$ cat config.mk
export PLATFORM = sky130hd
export DESIGN_NAME = uart_tx_fifo
export DESIGN_NICKNAME = d
export VERILOG_FILES = /design/src/rtl/uart_tx_fifo.sv
export SDC_FILE = /design/constraint.sdc
export NUM_CORES = 1
export LEC_CHECK = 0
export ABC_CLOCK_PERIOD_IN_PS = 2500
export CAP_MARGIN = 40
export CORE_UTILIZATION = 30
export CTS_CLUSTER_DIAMETER = 80
export DETAILED_ROUTE_END_ITERATION = 8
export PLACE_DENSITY = 0.5
export SYNTH_ARGS = -nofsm -noshare
export SYNTH_HDL_FRONTEND = slang
export SYNTH_SLANG_ARGS = --single-unit
$ cat constraint.sdc
create_clock -name clk -period 2.5 [get_ports clk]
set_input_delay 0.25 -clock clk [delete_from_list [all_inputs] [get_ports clk]]
set_output_delay 0.25 -clock clk [all_outputs]
set_load 0.02 [all_outputs]
$ cat src/rtl/uart_tx_fifo.sv
// Generic circular FIFO: registered count and full flag, combinational head read.
// Latency: a write is visible at the head on the cycle after it is accepted.
// Backpressure: a write while full is ignored; the producer watches full.
module uart_tx_fifo_buf #(
    parameter int W     = 8,
    parameter int DEPTH = 16
) (
    input  logic                     clk,
    input  logic                     reset_n,
    input  logic                     push,
    input  logic [W-1:0]             push_dat,
    input  logic                     pop,
    output logic [W-1:0]             pop_dat,
    output logic [$clog2(DEPTH):0]   count,
    output logic                     full
);
    localparam int AW = $clog2(DEPTH);
    localparam int CW = AW + 1;

    logic [W-1:0]  mem [DEPTH];
    logic [AW-1:0] wr_ptr;
    logic [AW-1:0] rd_ptr;
    logic [CW-1:0] count_nxt;
    logic          wr_acc;
    logic          rd_acc;

    // Acceptance looks only at the registered full flag, so a pop in the
    // same cycle never frees room for a write.
    assign wr_acc  = push && !full;
    assign rd_acc  = pop && (count != '0);
    assign pop_dat = mem[rd_ptr];

    always_comb begin
        count_nxt = count;
        if (wr_acc && !rd_acc)
            count_nxt = count + CW'(1);
        else if (!wr_acc && rd_acc)
            count_nxt = count - CW'(1);
    end

    always_ff @(posedge clk or negedge reset_n) begin
        if (!reset_n) begin
            wr_ptr <= '0;
            rd_ptr <= '0;
            count  <= '0;
            full   <= 1'b0;
        end else begin
            if (wr_acc)
                wr_ptr <= wr_ptr + AW'(1);
            if (rd_acc)
                rd_ptr <= rd_ptr + AW'(1);
            count <= count_nxt;
            full  <= (count_nxt == CW'(DEPTH));
        end
    end

    always_ff @(posedge clk) begin
        if (wr_acc)
            mem[wr_ptr] <= push_dat;
    end
endmodule

// Queued UART transmitter: FIFO buffered, configurable data width, parity and stop bits.
// Latency: a write captured at edge E0 into an idle empty block drives the start bit from E0+1.
// Backpressure: writes while tx_full are dropped and flagged by a one-cycle tx_overflow.
module uart_tx_fifo #(
    parameter int CLK_HZ     = 50000000,
    parameter int BAUD       = 115200,
    parameter int DATA_W     = 8,
    parameter int FIFO_DEPTH = 16,
    parameter int PARITY     = 0,
    parameter int STOP_BITS  = 1
) (
    input  logic                          clk,
    input  logic                          reset_n,
    input  logic                          tx_en,
    input  logic [DATA_W-1:0]             tx_data,
    output logic                          tx_full,
    output logic                          tx_busy,
    output logic                          tx_overflow,
    output logic [$clog2(FIFO_DEPTH):0]   fifo_count,
    output logic                          tx
);
    localparam int DIV      = (CLK_HZ + BAUD / 2) / BAUD;
    localparam int STOP_LEN = STOP_BITS * DIV;
    localparam int CNT_W    = (STOP_LEN > 2) ? $clog2(STOP_LEN) : 1;
    localparam int BIT_W    = $clog2(DATA_W);

    localparam logic [CNT_W-1:0] DIV_LAST  = CNT_W'(DIV - 1);
    localparam logic [CNT_W-1:0] STOP_LAST = CNT_W'(STOP_LEN - 1);
    localparam logic [BIT_W-1:0] BIT_LAST  = BIT_W'(DATA_W - 1);

    if (DIV < 2) begin : g_bad_div
        $error("uart_tx_fifo: CLK_HZ/BAUD gives fewer than 2 cycles per bit");
    end
    if (DATA_W < 5 || DATA_W > 9 || PARITY < 0 || PARITY > 2 ||
        STOP_BITS < 1 || STOP_BITS > 2 || FIFO_DEPTH < 2 ||
        (FIFO_DEPTH & (FIFO_DEPTH - 1)) != 0) begin : g_bad_cfg
        $error("uart_tx_fifo: illegal parameter combination");
    end

    typedef enum logic [2:0] {
        ST_IDLE,
        ST_START,
        ST_DATA,
        ST_PARITY,
        ST_STOP
    } state_t;

    state_t              state;
    logic [CNT_W-1:0]    div_cnt;
    logic [BIT_W-1:0]    bit_cnt;
    logic [DATA_W-1:0]   shreg;
    logic                par_bit;
    logic [DATA_W-1:0]   head;
    logic                frame_end;
    logic                pop;

    uart_tx_fifo_buf #(
        .W     (DATA_W),
        .DEPTH (FIFO_DEPTH)
    ) u_fifo (
        .clk      (clk),
        .reset_n  (reset_n),
        .push     (tx_en),
        .push_dat (tx_data),
        .pop      (pop),
        .pop_dat  (head),
        .count    (fifo_count),
        .full     (tx_full)
    );

    // The last stop cycle doubles as the load point, so queued frames run back to back.
    assign frame_end = (state == ST_STOP) && (div_cnt == STOP_LAST);
    assign pop       = (fifo_count != '0) && ((state == ST_IDLE) || frame_end);
    assign tx_busy   = (state != ST_IDLE) || (fifo_count != '0);

    always_ff @(posedge clk or negedge reset_n) begin
        if (!reset_n)
            tx_overflow <= 1'b0;
        else
            tx_overflow <= tx_en && tx_full;
    end

    always_ff @(posedge clk or negedge reset_n) begin
        if (!reset_n) begin
            state   <= ST_IDLE;
            tx      <= 1'b1;
            div_cnt <= '0;
            bit_cnt <= '0;
            shreg   <= '0;
            par_bit <= 1'b0;
        end else if (pop) begin
            state   <= ST_START;
            tx      <= 1'b0;
            div_cnt <= '0;
            shreg   <= head;
            par_bit <= (PARITY == 2) ? ~^head : ^head;
        end else begin
            case (state)
                ST_IDLE: begin
                    tx <= 1'b1;
                end
                ST_START: begin
                    if (div_cnt == DIV_LAST) begin
                        div_cnt <= '0;
                        bit_cnt <= '0;
                        tx      <= shreg[0];
                        state   <= ST_DATA;
                    end else begin
                        div_cnt <= div_cnt + CNT_W'(1);
                    end
                end
                ST_DATA: begin
                    if (div_cnt == DIV_LAST) begin
                        div_cnt <= '0;
                        if (bit_cnt == BIT_LAST) begin
                            if (PARITY != 0) begin
                                tx    <= par_bit;
                                state <= ST_PARITY;
                            end else begin
                                tx    <= 1'b1;
                                state <= ST_STOP;
                            end
                        end else begin
                            bit_cnt <= bit_cnt + BIT_W'(1);
                            shreg   <= shreg >> 1;
                            tx      <= shreg[1];
                        end
                    end else begin
                        div_cnt <= div_cnt + CNT_W'(1);
                    end
                end
                ST_PARITY: begin
                    if (div_cnt == DIV_LAST) begin
                        div_cnt <= '0;
                        tx      <= 1'b1;
                        state   <= ST_STOP;
                    end else begin
                        div_cnt <= div_cnt + CNT_W'(1);
                    end
                end
                ST_STOP: begin
                    if (frame_end) begin
                        div_cnt <= '0;
                        state   <= ST_IDLE;
                    end else begin
                        div_cnt <= div_cnt + CNT_W'(1);
                    end
                end
                default: begin
                    tx    <= 1'b1;
                    state <= ST_IDLE;
                end
            endcase
        end
    end
endmodule
==> flow_summary.yaml <==
worst_setup_path:
  slowest_stage: "or4b_4"
  cp_cell_sequence: "inv_1 -> ha_1 -> or4b_4 -> or3_1 -> clkbuf_2"
  crit_fanout: 6
  worstReg2RegEnd: "u_fifo.full"
  critPathLaunchType: "flop"
  crit_arrival_ns: 2.08
  r2r.worst_path.cells: 8
  worstReg2RegStart: "u_fifo.count[1]"
  crit_path_end_kind: "output pin"
  required_ns: 2.25
  reg2reg_setup_slack_ns: 0.26
  slowest_delay_ns: 0.46
  crit_type: "reg2out"
detailed_routing:
  first_pass_iters: 4
  wl_um: 13500
  viasPerCell: 4.66
  via_count: 3798
  drc: 0
  wire_per_inst_um: 16.6
  drt_iter0_markers: 236
  drtAntennaViolNets: 0
sta:
  fin_setup_tns_ns: 0
  setup_viol_count_final: 0
  period_share_pct: 93.4
  grt_setup_unrepaired: "no"
  drv_slew: 0
  hold_ws_ns: 0.242
  fin_crit_ns: 2.33
  relSlewSlack_pct: 61.3
  worst_pin_slew_ns: 0.578
  clock_skew_ns: 0.0149
  finalHoldViolCount: 0
  fmax_mhz: 428
layout:
  fin_nets: 512
  syn2layout_area_growth_pct: 18.9
  final_util_pct: 36.6
  fillers: 2173
  drive_gt1_share_pct: 24.3
  final_area_um2: 8360
  antennaDiodeCount: 0
yosys:
  synth_most_common_cell: "edfxtp_1"
  postSynth.asyncResetShare_pct: 23.4
  ys_ff_latch: 167
  synth.avg_cell_area_um2: 16.1
  synth_edf_count: 128
  syn_inst: 438
  yosysTopAreaCellShare_pct: 54.7
  yosys-top-cells-area: "edfxtp_1, dfrtp_1, mux4_2, ha_1, o21ai_0"
  ys_warn_count: 0
  synth_common_cells: "edfxtp_1, dfrtp_1, mux4_2, nand2_1, nor2_1"
  synth_nets: 461
  synthDistinctLibCells: 48
  netlist_area_um2: 7030
  synth_top_area_cell: "edfxtp_1"
  synthFlopType: "edfxtp_1"
  seq_area_frac_synth_pct: 68.6
placed_design:
  gp_congestion: 0.778
  io_buffers: 19
  place_area_um2: 7790
  dp_hpwl_um: 9310
cts:
  cts.sinks: 167
  path_clk_slew_ns: 0.07
  clk_latency_ns: 0.42
  cts_made_buffers: 17
  cts_tree: "done"
  cts_root_buf: "clkbuf_16"
  postCtsSetupRepairBufs: 0
  cts.htree.levels: 4
  clock_path_buffers: 2
floorplan:
  die_area_um2: 24100
  core_um2: 22800
  io_pins: 20
  die_y_um: 155
  die_w_um: 155
  row_count: 55
  start_util_pct: 30.8
pwr:
  ir_worst_vdd_uv: 420
  powerDensity_nw_per_um2: 1040
  leakage_nw: 2.94
min_path:
  hold_class: "in2async"
grt:
  gr-total-overflow: 0
  grt_max_degree: 31
  antenna_found_initial: 0
  grt_pass1_vias: 3886
  track_usage_pct: 12.2
  grt_pass1_wl_um: 21700
flow_run:
  drv_cap: 0
outcome:
  status: "complete, no violations"
==> cells in the final DEF, fill, tap and decap left out, types with 3 or more instances in the layout <==
cell type / instances
buf_4: 35
and3_1: 4
a22o_1: 3
clkdlybuf4s50_1: 17
nor2b_1: 3
clkbuf_16: 17
nand3_1: 3
xor2_1: 3
nand4_1: 5
nand2_1: 31
inv_1: 6
xnor2_1: 8
a21oi_1: 13
mux4_2: 33
o21ai_0: 28
mux2i_1: 11
a31oi_1: 6
mux2_2: 6
inv_6: 5
clkinv_2: 3
ha_1: 12
nor2_1: 31
edfxtp_1: 128
dfrtp_1: 36
nand2b_1: 8
nor3_1: 7
inv_8: 3
==> timing repair <==
item / CTS / global route
hold buffers: 1 / 0
setup endpoints to repair: 1 / 3
gates cloned: 0 / 0
endpoints found under the hold margin: 38 / 0
gates resized for setup: 2 / 2
==> logic make-up after synthesis <==
family          count (synthesis)  share of synthesized area, %
mux                            50                          13.1
buf+inv                        31                          2.08
simple gates                  105                          7.46
flops                         167                          68.6
xor+xnor                       11                          1.37
compound gates                 62                          5.30
fa+ha+maj                      12                          2.14
==> registers in the layout, indices dropped and copies added (netlist names) <==
register	flops
bit_cnt	3
div_cnt	9
shreg	8
state	3
tx	1
tx_overflow	1
u_fifo.count	5
u_fifo.full	1
u_fifo.mem	128
u_fifo.rd_ptr	4
u_fifo.wr_ptr	4
==> final cells by class <==
cell class	instances	area, um2	share of cell area, %
Tap cell	313	392	4.68
Multi-Input combinational cell	240	2070	24.7
Sequential cell	167	4820	57.7
Clock inverter	15	140	1.68
Timing Repair Buffer	57	493	5.89
Clock buffer	17	425	5.09
Inverter	6	22.5	0.269
==> routing by layer <==
metal / global-route usage (%) / share of wire, %
met5: 0 / 0
met4: 3.25 / 0.47
met3: 3.26 / 3.7
met2: 19.4 / 48
met1: 16.4 / 48
==> report_power, final <==
group / leakage [nW] / internal (mW) / switching (mW)
Sequential: 1.63 / 3.44 / 0.394
Clock: 0.276 / 1.32 / 1.16
Combinational: 1.04 / 1.22 / 1.17
==> worst max path at each step <==
stage,startpoint,end
after floorplan,u_fifo.full,u_fifo.mem[3][0]
final,u_fifo.count[1],tx_busy
after CTS,u_fifo.count[1],tx_busy
after global placement,u_fifo.count[1],div_cnt[6]
after global routing,u_fifo.count[1],tx_busy
after detailed placement,u_fifo.count[1],u_fifo.full
==> worst max-delay path: cells and delay by family, from the launching register on <==
family | cells | cell delay (ns)
flops | 1 | 0.43
buf+inv | 2 | 0.29
simple gates | 2 | 0.80
fa+ha+maj | 1 | 0.15
==> through the flow <==
step | worst slack, ns | std cells | total power [mW]
floorplan | 0.253 | 438 | 5.41
global placement | 0.250 | 781 | 6.27
detailed placement | 0.172 | 782 | 6.31
CTS | 0.0113 | 815 | 8.82
global route | 0.0310 | 815 | 9.21
finish | 0.166 | 815 | 8.70
No activity file was read; power rests on OpenSTA's default activity.
